[config.mk]
export PLATFORM = sky130hd
export DESIGN_NAME = hyp_rr_scheduler
export DESIGN_NICKNAME = d
export VERILOG_FILES = /design/src/rtl/hyp_rr_scheduler.sv
export SDC_FILE = /design/constraint.sdc
export NUM_CORES = 1
export LEC_CHECK = 0
export CAP_MARGIN = 20
export CORE_AREA = 2 2 115 84
export DETAILED_ROUTE_END_ITERATION = 6
export DIE_AREA = 0 0 117 86
export GPL_TIMING_DRIVEN = 0
export SETUP_SLACK_MARGIN = 0.5
export SYNTH_ARGS = -nofsm -noshare
export SYNTH_HDL_FRONTEND = slang
export SYNTH_SLANG_ARGS = --single-unit
[constraint.sdc]
create_clock -name clk -period 1.63 [get_ports clk]
set_input_delay 0.163 -clock clk [delete_from_list [all_inputs] [get_ports clk]]
set_output_delay 0.163 -clock clk [all_outputs]
set_load 0.02 [all_outputs]
[src/rtl/hyp_rr_scheduler.sv]
// -----------------------------------------------------------------------------
// hyp_rr_scheduler
// Round-robin front end for one shared, multi-cycle hypotenuse engine.
// The scheduler picks one requester, latches its x/y operands and pulses
// the engine start. It then waits for the engine's done pulse, with a
// watchdog as a bound, and returns the result on a valid/ready port tagged
// with the requester index. Only one job is in flight at any time.
//
// Ports
//   clk, rst              clock, synchronous active-high reset
//   req                   per-requester request level
//   req_x, req_y          packed operands, requester i at [i*DATA_W +: DATA_W]
//   gnt                   one-hot grant, one-cycle pulse
//   eng_start             engine start pulse
//   eng_x, eng_y          latched operands to the engine
//   eng_done, eng_result  engine result strobe and value
//   rsp_valid, rsp_ready  response handshake
//   rsp_id, rsp_data      served requester and its result (all-ones on abort)
//   rsp_timeout           high with rsp_valid when the watchdog aborted the job
//
// state | meaning
// ------+--------------------------------------------------------------
// IDLE  | no job in flight, arbitrate among req
// ISSUE | one cycle: gnt and eng_start asserted for the winner
// WAIT  | engine busy, watchdog counting
// RESP  | response presented, held until rsp_ready
// -----------------------------------------------------------------------------
module hyp_rr_scheduler #(
   parameter int N_REQ   = 4,
   parameter int DATA_W  = 8,
   parameter int ID_W    = 2,
   parameter int TIMEOUT = 64
) (
   input  logic                    clk,
   input  logic                    rst,
   input  logic [N_REQ-1:0]        req,
   input  logic [N_REQ*DATA_W-1:0] req_x,
   input  logic [N_REQ*DATA_W-1:0] req_y,
   output logic [N_REQ-1:0]        gnt,
   output logic                    eng_start,
   output logic [DATA_W-1:0]       eng_x,
   output logic [DATA_W-1:0]       eng_y,
   input  logic                    eng_done,
   input  logic [DATA_W-1:0]       eng_result,
   output logic                    rsp_valid,
   input  logic                    rsp_ready,
   output logic [ID_W-1:0]         rsp_id,
   output logic [DATA_W-1:0]       rsp_data,
   output logic                    rsp_timeout
);

   localparam int WD_W = (TIMEOUT > 2) ? $clog2(TIMEOUT) : 1;

   typedef enum logic [1:0] {IDLE, ISSUE, WAIT, RESP} state_t;

   state_t            state;
   logic [ID_W-1:0]   ptr;
   logic [WD_W-1:0]   wdog;

   logic              found;
   logic [ID_W-1:0]   win;
   logic [N_REQ-1:0]  win_oh;
   logic [DATA_W-1:0] win_x;
   logic [DATA_W-1:0] win_y;

   // Rotating priority without a modulo: first look above the last winner,
   // then wrap around to the indices at or below it.
   always_comb begin
      found = 1'b0;
      win   = '0;
      for (int i = 0; i < N_REQ; i++) begin
         if (!found && req[i] && (ID_W'(i) > ptr)) begin
            found = 1'b1;
            win   = ID_W'(i);
         end
      end
      for (int i = 0; i < N_REQ; i++) begin
         if (!found && req[i] && (ID_W'(i) <= ptr)) begin
            found = 1'b1;
            win   = ID_W'(i);
         end
      end
   end

   always_comb begin
      win_x  = '0;
      win_y  = '0;
      win_oh = '0;
      for (int i = 0; i < N_REQ; i++) begin
         if (win == ID_W'(i)) begin
            win_x     = req_x[i*DATA_W +: DATA_W];
            win_y     = req_y[i*DATA_W +: DATA_W];
            win_oh[i] = 1'b1;
         end
      end
   end

   always_ff @(posedge clk) begin
      if (rst) begin
         state       <= IDLE;
         ptr         <= ID_W'(N_REQ - 1);
         wdog        <= '0;
         gnt         <= '0;
         eng_start   <= 1'b0;
         eng_x       <= '0;
         eng_y       <= '0;
         rsp_valid   <= 1'b0;
         rsp_id      <= '0;
         rsp_data    <= '0;
         rsp_timeout <= 1'b0;
      end else begin
         case (state)
            IDLE: begin
               if (found) begin
                  eng_x     <= win_x;
                  eng_y     <= win_y;
                  rsp_id    <= win;
                  ptr       <= win;
                  gnt       <= win_oh;
                  eng_start <= 1'b1;
                  state     <= ISSUE;
               end
            end
            ISSUE: begin
               gnt       <= '0;
               eng_start <= 1'b0;
               wdog      <= '0;
               state     <= WAIT;
            end
            WAIT: begin
               // A done arriving on the watchdog's last cycle still counts.
               if (eng_done) begin
                  rsp_data    <= eng_result;
                  rsp_timeout <= 1'b0;
                  rsp_valid   <= 1'b1;
                  state       <= RESP;
               end else if (wdog == WD_W'(TIMEOUT - 1)) begin
                  rsp_data    <= '1;
                  rsp_timeout <= 1'b1;
                  rsp_valid   <= 1'b1;
                  state       <= RESP;
               end else begin
                  wdog <= wdog + 1'b1;
               end
            end
            RESP: begin
               if (rsp_ready) begin
                  rsp_valid   <= 1'b0;
                  rsp_timeout <= 1'b0;
                  state       <= IDLE;
               end
            end
            default: state <= IDLE;
         endcase
      end
   end

endmodule

==> results of run 1 <==
==> final timing paths <==
path	cells past startpoint	endpoint	slack (ns)	startpoint
worst max-delay path	7	eng_y[7]	-0.06	ptr[0]
worst min-delay path	4	ptr[1]	0.43	req[2]
worst max register to register	7	eng_y[7]	-0.06	ptr[0]
worst min register to register	2	rsp_timeout	0.49	rsp_timeout
==> metal layers <==
layer | track usage [%] | vias to the layer above | part of all wire, %
met5 | 0 | - | 0
met4 | 4.28 | 0 | 1.2
met3 | 2.47 | 10 | 4.6
met2 | 31.8 | 75 | 47
met1 | 27.3 | 1384 | 47
li1 | - | 1423 | -
==> cell usage after synthesis, drive strengths merged, types with 7 or more instances <==
master / count / area share [%]
dfxtp: 43 / 33
nor2: 42 / 6.0
nand2: 27 / 3.9
a211oi: 24 / 9.8
buf: 17 / 4.9
a21oi: 16 / 3.2
nor2b: 14 / 3.4
a22oi: 12 / 5.0
nor3: 11 / 2.1
a221oi: 9 / 4.9
o221ai: 9 / 3.0
o21ai: 8 / 1.7
o2bb2ai: 8 / 2.7
inv: 7 / 1.0
==> worst register-to-register path: cells and delay by family, from the launching register on <==
kind	cells	cell delay, ns
compound gates	3	0.62
buf+inv	2	0.30
flops	1	0.32
simple gates	2	0.34
==> kinds of logic after synthesis <==
| logic type | count (synthesis) |
|---|---|
| AND/OR/NAND/NOR | 115 |
| flip-flops | 43 |
| AO/OA/AOI/OAI | 98 |
| multiplexers | 1 |
| XOR/XNOR | 3 |
| adder cells (fa/ha/maj) | 6 |
| buffers and inverters | 30 |
==> state kept, by name (all words and copies together) (netlist names) <==
register	count
gnt	4
eng_x	8
ptr	2
rsp_timeout	1
rsp_data	8
state	2
eng_start	1
wdog	6
eng_y	8
rsp_valid	1
rsp_id	2
==> what timing repair did <==
item / 4_1_cts / 5_1_grt
endpoints found under the hold margin: 0 / 0
cloned: 4 / 2
gates resized for setup: 139 / 92
setup buffers: 29 / 8
pin swaps: 27 / 33
endpoints found under the setup margin: 76 / 69
==> power breakdown <==
part | internal [mW] | total, mW | switching (mW)
logic | 2.41 | 4.90 | 2.49
registers | 1.40 | 1.68 | 0.284
clock network | 0.575 | 1.03 | 0.457
==> metrics by stage <==
| stage | std cells | setup slack [ns] | hold WS, ns | setup TNS (ns) | utilization, % |
|---|---|---|---|---|---|
| final | 581 | -0.0609 | 0.429 | -0.376 | 56.1 |
| after global routing | 581 | -0.101 | 0.456 | -1.37 | 56.1 |
| after CTS | 571 | -0.0687 | 0.396 | -0.866 | 52.5 |
| after detailed placement | 530 | -0.566 | 0.470 | -11.16 | 45.3 |
| after global placement | 530 | -0.549 | 0.470 | -10.66 | 45.3 |
| after floorplan | 296 | 0.0436 | 0.342 | 0 | - |
==> layout make-up <==
| cell class | count | area (um^2) | share of cell area (%) |
|---|---|---|---|
| Buffer | 23 | 260 | 5.22 |
| Tap cell | 124 | 155 | 3.11 |
| Clock inverter | 3 | 22.5 | 0.452 |
| Timing Repair Buffer | 153 | 1450 | 29.1 |
| Inverter | 7 | 31.3 | 0.628 |
| Multi-Input combinational cell | 223 | 2060 | 41.3 |
| Sequential cell | 43 | 880 | 17.7 |
| Clock buffer | 5 | 125 | 2.51 |
==> qor.csv, run 1 <==
stage,metric,value,unit
outcome,status,"complete, but fails checks",
outcome,violations,setup timing,
logic_synthesis,synth-compound-area-share,35.2,%
timing,finalCritPeriodShare,104,%
worst_setup_path,cp_top_family,compound AO/OA/AOI/OAI gates,
route,via_per_inst,4.98,
layout,drive_gt1_share,46.2,%
logic_synthesis,yosys.area_share.simple,20.8,%
worst_setup_path,cp_data_required_time,1.78,ns
layout,design_area,4980,um^2
timing,slew_viol_final,0,
job,drv_cap,0,
pwr,p_total,7.61,mW
timing,clock-skew-final,0.00717,ns
logic_synthesis,synthArstFlopShare,0,%
logic_synthesis,syn_avg_cell_area,8.83,um^2
global_route,grt_usage,19.4,%
worst_setup_path,crit_fanout,10,
timing,rsz0062_at_grt,yes,
die,die_area,10100,um^2
logic_synthesis,synth_nets,382,
die,coreArea,8890,um^2
worst_setup_path,crit_path_end_kind,register,
die,fp-row-count,29,
pwr,power_density,1530,nW/um^2
logic_synthesis,synth_area,2610,um^2
worst_setup_path,cp_data_arrival_time,1.84,ns
cts,cts_tree,yes,
logic_synthesis,synth.distinct_cells,48,
worst_setup_path,cpPeakStageDelay,0.33,ns
timing,setup_slack,-0.0609,ns
cts,insertion_delay,0.28,ns
cts,cts_root_buffer,clkbuf_16,
layout,layout_commonest_cell,clkdlybuf4s50_1,
global_route,grt_pass1_vias,2847,
worst_setup_path,crit_chain,"buf_6, and2b_2, nor3b_2, o31a_4, buf_12, a221oi_4, a211oi_2",
route,wirelength,10100,um
route,vias,2892,
timing,max_freq,0.591,GHz
logic_synthesis,synth_warnings,0,
die,die_w,117,um
layout,nFillCells,790,
hold_path,hold_class,in2reg,
timing,slew_headroom,48.9,%
cts,cts_htree_levels,2,
logic_synthesis,synth_fa_ha_area_share,2.87,%
layout,nets,542,
worst_setup_path,slowest_stage,o31a_4,
logic_synthesis,synth-edff-count,0,
route,wl_per_cell,17.3,um
die,num_io_pins,113,
global_route,grt_overflow,0,
cts,cts_hold_buf,0,
placement,io_buffers,110,
cts,cts_num_sinks,43,
global_route,grt_max_degree,16,
timing,min_period,1.69,ns
worst_setup_path,cp-start-kind,register,
logic_synthesis,synth_flop_cell,dfxtp_1,
pwr,peakVddDrop,719,uV
layout,layout_common_cells,"clkdlybuf4s50_1 (75), dfxtp_1 (36), nor2_1 (32)",
timing,setup_viol,13,
cts,clk_pin_slew,0.07,ns
die,chipHeight,86,um
logic_synthesis,synth_mux_area_share,0.383,%
global_route,grt_pass1_wl,15200,um
timing,worst_slew_pin_slew,0.767,ns
placement,gp_congestion,0.787,
placement,place.detailed.hpwl,6710,um
worst_setup_path,crit_buf_inv,2,
placement,placedInstanceArea,4030,um^2
logic_synthesis,synthXorXnorAreaFrac,1.01,%
die,initial_core_util,29.4,%
logic_synthesis,ys_ff_latch,43,
cts,numCtsBuffers,5,
route,first_iter_violations,121,
logic_synthesis,yosysSeqAreaShare,33.0,%
logic_synthesis,syn_inst,296,
route,drtPass1Iterations,4,
layout,diodes,0,
route,ant_nets,0,
worst_setup_path,worstSetupPathType,reg2reg,
layout,syn_to_final_growth,90.8,%
logic_synthesis,synth_top_family_by_area,compound AO/OA/AOI/OAI gates,
timing,hold_viol,0,
cts,cts.path.max_buffers,2,
pwr,leakage,1.86,nW
route,drc,0,
global_route,antenna_found_initial,0,
(Power assumes the default switching activity.)
==> inputs of run 2 (changes only) <==
--- a/config.mk
+++ b/config.mk
@@ -5,11 +5,11 @@
 export SDC_FILE = /design/constraint.sdc
 export NUM_CORES = 1
 export LEC_CHECK = 0
-export CAP_MARGIN = 20
 export CORE_AREA = 2 2 115 84
 export DETAILED_ROUTE_END_ITERATION = 6
 export DIE_AREA = 0 0 117 86
 export GPL_TIMING_DRIVEN = 0
+export PLACE_DENSITY = 0.73
 export SETUP_SLACK_MARGIN = 0.5
 export SYNTH_ARGS = -nofsm -noshare
 export SYNTH_HDL_FRONTEND = slang
==> run 2 against run 1 <==
The flow still finishes with violations (setup timing). Design area up 1.8%. Global-route usage hardly changed. Clock power rose by 8%. Critical path type unchanged. Critical endpoint unchanged. Highest routed layer unchanged.
==> qor.csv, run 2 (synthesized netlist as in run 1, its figures left out) <==
stage,metric,value,unit
global_route,grt_overflow,0,
cts,cts.path.max_buffers,2,
route,drc,0,
cts,cts_root_buffer,clkbuf_16,
hold_path,hold_class,in2reg,
layout,diodes,0,
cts,cts_num_sinks,43,
cts,clk_pin_slew,0.07,ns
outcome,status,"complete, but fails checks",
layout,nFillCells,716,
worst_setup_path,cp_data_arrival_time,1.87,ns
layout,layout_common_cells,"clkdlybuf4s50_1 (74), dfxtp_1 (36), nor2_1 (32)",
route,ant_nets,0,
timing,rsz0062_at_grt,yes,
timing,worst_hold_slack,0.390,ns
global_route,grt_max_degree,15,
route,vias,3017,
worst_setup_path,crit_path_end_kind,register,
pwr,p_switching,3.45,mW
timing,min_period,1.71,ns
pwr,internal_power,4.54,mW
layout,layout_commonest_cell,clkdlybuf4s50_1,
die,coreArea,8890,um^2
worst_setup_path,cp-start-kind,register,
cts,numCtsBuffers,5,
die,num_io_pins,113,
worst_setup_path,r2r_start,ptr[0],
worst_setup_path,r2r_slack,-0.08,ns
layout,fin_cells,575,
route,wirelength,10800,um
placement,io_buffers,110,
layout,largestRegisters,"eng_x x8, eng_y x8, rsp_data x8",
route,drtPass1Iterations,4,
die,fp-row-count,29,
placement,gp_congestion,0.832,
cts,cts_htree_levels,2,
route,wl_per_cell,18.8,um
timing,tns,-0.935,ns
timing,hold_viol,0,
placement,place.detailed.hpwl,6680,um
timing,max_freq,0.585,GHz
die,die_area,10100,um^2
route,first_iter_violations,186,
worst_setup_path,worstSetupPathType,reg2reg,
layout,fin_util,57.1,%
pwr,p_sw_share,43.2,%
layout,drive_gt1_share,49.7,%
timing,finalCritPeriodShare,105,%
hold_path,holdPathEnd,rsp_data[5],
pwr,power_frac_clock,13.8,%
global_route,antenna_found_initial,0,
worst_setup_path,cp_data_required_time,1.79,ns
timing,setup_slack,-0.0808,ns
die,initial_core_util,29.4,%
pwr,sequentialPowerShare,21.6,%
placement,placed_cells,530,
pwr,p_total,7.98,mW
cts,insertion_delay,0.28,ns
timing,worst_slew_pin_slew,0.730,ns
outcome,violations,setup timing,
hold_path,worstHoldPathCells,4,
pwr,peakVddDrop,723,uV
timing,slew_headroom,51.3,%
die,die_w,117,um
pwr,combPwrFrac,64.6,%
job,drv_cap,0,
layout,syn_to_final_growth,94.3,%
global_route,grt_pass1_wl,15300,um
route,via_per_inst,5.25,
layout,nets,536,
pwr,leakage,1.90,nW
worst_setup_path,cp-startpoint,ptr[0],
pwr,power_density,1570,nW/um^2
global_route,grt_usage,19.4,%
timing,clock-skew-final,0.00364,ns
worst_setup_path,r2r_cells,7,
worst_setup_path,r2r_end,eng_y[7],
die,chipHeight,86,um
hold_path,hold_start,eng_done,
worst_setup_path,crit_fanout,10,
timing,slew_viol_final,0,
global_route,grt_pass1_vias,3024,
timing,setup_viol,17,
cts,cts_tree,yes,
==> run 2: layout make-up <==
type,count,area [um^2],share of cell area (%)
plain buffers,23,279,5.50
clock buffers,6,150,2.96
clock inverters,2,13.8,0.271
inverters,7,31.3,0.616
multi-input cells,223,2210,43.5
flip-flops and latches,43,882,17.4
well taps,124,155,3.06
repair buffers,147,1360,26.8
==> run 2: layer usage <==
metal / part of all wire, % / global-route usage, % / vias up
met5: 0 / 0 / -
met4: 1.9 / 6.52 / 0
met3: 8.0 / 4.95 / 14
met2: 48 / 33.2 / 132
met1: 42 / 23.9 / 1474
li1: - / - / 1397
==> run 2: power by group through the flow <==
| stage | clock network (mW) | registers [mW] | logic [mW] |
|---|---|---|---|
| after floorplan | 0 | 1.96 | 2.08 |
| after global placement | 0 | 1.64 | 3.58 |
| after detailed placement | 0 | 1.65 | 3.68 |
| after CTS | 1.11 | 1.67 | 4.27 |
| after global routing | 1.16 | 1.76 | 5.47 |
| final | 1.11 | 1.72 | 5.15 |
==> run 2: worst max path at each step <==
stage,to
after global placement,eng_y[7]
after detailed placement,eng_y[7]
after CTS,eng_y[2]
after global routing,eng_x[5]
final,eng_y[7]
after floorplan,eng_y[7]
==> run 2: worst max-delay path: stages, from the launching register on <==
cell	delay, ns
dfxtp_2	0.32
buf_6	0.12
and2b_2	0.27
nor3b_2	0.07
o31a_4	0.32
buf_12	0.16
a221oi_4	0.24
a211oi_2	0.07
==> run 2: what timing repair did <==
action                                  CTS  global route
hold buffers                              0             0
gates cloned                              3             1
pin swaps                                16            33
resized for setup                       142           121
endpoints found under the setup margin   76            69
setup buffers                            18            15
==> run 2: stage by stage <==
step | setup WS (ns) | cell area (um^2)
global placement | -0.476 | 4030
global route | -0.140 | 5070
finish | -0.0808 | 5070
detailed placement | -0.556 | 4030
CTS | -0.0467 | 4670
floorplan | 0.0436 | 2780
==> inputs of run 3 (changes only) <==
--- a/config.mk
+++ b/config.mk
@@ -5,10 +5,12 @@
 export SDC_FILE = /design/constraint.sdc
 export NUM_CORES = 1
 export LEC_CHECK = 0
-export CORE_AREA = 2 2 115 84
+export CORE_AREA = 4 4 117 86
+export CTS_BUF_LIST = sky130_fd_sc_hd__clkbuf_4 sky130_fd_sc_hd__clkbuf_8
 export DETAILED_ROUTE_END_ITERATION = 6
-export DIE_AREA = 0 0 117 86
+export DIE_AREA = 0 0 121 90
 export GPL_TIMING_DRIVEN = 0
+export HOLD_SLACK_MARGIN = 0.02
 export PLACE_DENSITY = 0.73
 export SETUP_SLACK_MARGIN = 0.5
 export SYNTH_ARGS = -nofsm -noshare
==> run 3 against run 2 <==
The run still ends with setup timing left. Register-to-register slack is essentially flat. Utilization shrank 1.2 points. Sequential share of layout area grew 0.41 points. Final cell count grew 0.70%. Fmax grew 0.34%. Routed wire length shrank 2.9%. Largest power group unchanged. Highest routed layer unchanged.
==> qor.csv, run 3 (synthesized netlist as in run 1, its figures left out) <==
stage,metric,value,unit
outcome,status,"complete, but fails checks",
outcome,violations,setup timing,
worst_setup_path,cpPeakStageDelay,0.33,ns
hold_path,worstHoldPathCells,4,
layout,layout_common_cells,"clkdlybuf4s50_1 (75), dfxtp_1 (34), nor2_1 (30)",
global_route,grt_pass1_wl,15800,um
hold_path,hold_class,in2reg,
cts,cts_htree_levels,2,
worst_setup_path,r2r_slack,-0.08,ns
timing,worst_hold_slack,0.370,ns
route,drc,0,
placement,place.detailed.hpwl,6760,um
timing,worst_slew_pin_slew,0.802,ns
layout,syn_to_final_growth,90.3,%
worst_setup_path,cp_top_family,simple AND/OR/NAND/NOR gates,
die,chipHeight,90,um
die,initial_core_util,29.4,%
job,drv_cap,0,
worst_setup_path,r2r_start,ptr[0],
die,die_area,10900,um^2
die,die_w,121,um
timing,setup_slack,-0.0751,ns
pwr,leakage,1.87,nW
hold_path,hold_start,req[2],
global_route,antenna_found_initial,0,
timing,clock-skew-final,0.00545,ns
route,wirelength,10500,um
timing,max_freq,0.586,GHz
cts,cts_num_sinks,43,
die,coreArea,8890,um^2
worst_setup_path,r2r_cells,7,
layout,fin_cells,579,
timing,tns,-0.756,ns
timing,finalCritPeriodShare,105,%
die,num_io_pins,113,
global_route,grt_pass1_vias,3109,
worst_setup_path,crit_fanout,5,
worst_setup_path,crit_chain,"buf_6, and2b_2, o21ai_2, and4_4, buf_8, a22oi_2, a211oi_2",
worst_setup_path,crit_buf_inv,2,
placement,gp_congestion,0.826,
layout,design_area,4970,um^2
timing,rsz0062_at_grt,yes,
global_route,grt_usage,17.8,%
layout,diodes,0,
route,via_per_inst,5.14,
cts,cts.path.max_buffers,2,
worst_setup_path,cp_data_arrival_time,1.93,ns
worst_setup_path,worstSetupPathType,reg2reg,
layout,nets,540,
timing,hold_viol,0,
timing,slew_headroom,46.5,%
pwr,p_total,7.44,mW
route,wl_per_cell,18.1,um
layout,nFillCells,727,
route,vias,2974,
global_route,grt_overflow,0,
route,ant_nets,0,
timing,slew_viol_final,0,
timing,setup_viol,15,
placement,placed_cells,530,
hold_path,holdPathEnd,ptr[1],
layout,largestRegisters,"eng_x x8, eng_y x8, rsp_data x8",
worst_setup_path,r2r_end,eng_y[5],
die,fp-row-count,29,
layout,drive_gt1_share,50.8,%
cts,numCtsBuffers,5,
pwr,power_density,1500,nW/um^2
cts,insertion_delay,0.31,ns
cts,cts_hold_buf,0,
layout,layout_commonest_cell,clkdlybuf4s50_1,
cts,cts_tree,yes,
route,drtPass1Iterations,4,
worst_setup_path,cp-start-kind,register,
worst_setup_path,slowest_stage,dfxtp_2,
pwr,peakVddDrop,626,uV
placement,placedInstanceArea,4030,um^2
cts,cts_root_buffer,clkbuf_8,
timing,min_period,1.71,ns
global_route,grt_max_degree,16,
placement,io_buffers,110,
worst_setup_path,crit_path_end_kind,register,
worst_setup_path,cp_data_required_time,1.86,ns
cts,clk_pin_slew,0.10,ns
route,first_iter_violations,191,
## run 3: metrics by stage
stage / util, % / setup slack [ns]
CTS: 53.9 / -0.0568
global route: 55.9 / -0.165
floorplan: - / 0.0436
global placement: 45.3 / -0.483
detailed placement: 45.3 / -0.543
finish: 55.9 / -0.0751
## run 3: repair_timing
action                                 CTS  global route
buffers inserted                        31             5
endpoints found under the hold margin    0             0
setup endpoints to repair               76            63
resized for setup                      194            75
pin swaps                               27            32
gates cloned                             4             1
## run 3: tightest hold or removal path, cell delays in order
cell,delay (ns)
buf_6,0.13
or2_4,0.16
nand3_1,0.09
nand2_1,0.09
## run 3: worst max path at each step
stage                start        to  slack [ns]  depth (start not counted)
global placement    req[3]  eng_y[7]       -0.48                          7
CTS                 ptr[0]  eng_x[5]       -0.06                          8
detailed placement  req[3]  eng_y[3]       -0.54                          7
finish              ptr[0]  eng_y[5]       -0.08                          7
floorplan           ptr[0]  eng_y[7]        0.04                          7
global route        ptr[0]  eng_y[5]       -0.16                          8
## run 3: cell type report
class,instances,area (um^2),share of cell area (%)
Tap cell,124,155,3.12
Multi-Input combinational cell,223,2140,43.0
Clock inverter,3,25.0,0.503
Buffer,23,282,5.66
Timing Repair Buffer,151,1380,27.8
Clock buffer,5,68.8,1.38
Sequential cell,43,885,17.8
Inverter,7,33.8,0.680
## run 3: where the power goes
part / switching, mW / total, mW / internal [mW]
clock network: 0.433 / 0.740 / 0.307
registers: 0.262 / 1.67 / 1.41
logic: 2.59 / 5.03 / 2.44
total: 3.28 / 7.44 / 4.15
## run 3: routing by layer
metal  wire length, um  share of wire (%)  global-route usage [%]
met1              4340                 41                    22.4
met3               717                6.8                    4.52
met5                 0                  0                       0
met4               183                1.7                    4.81
met2              5230                 50                    30.1
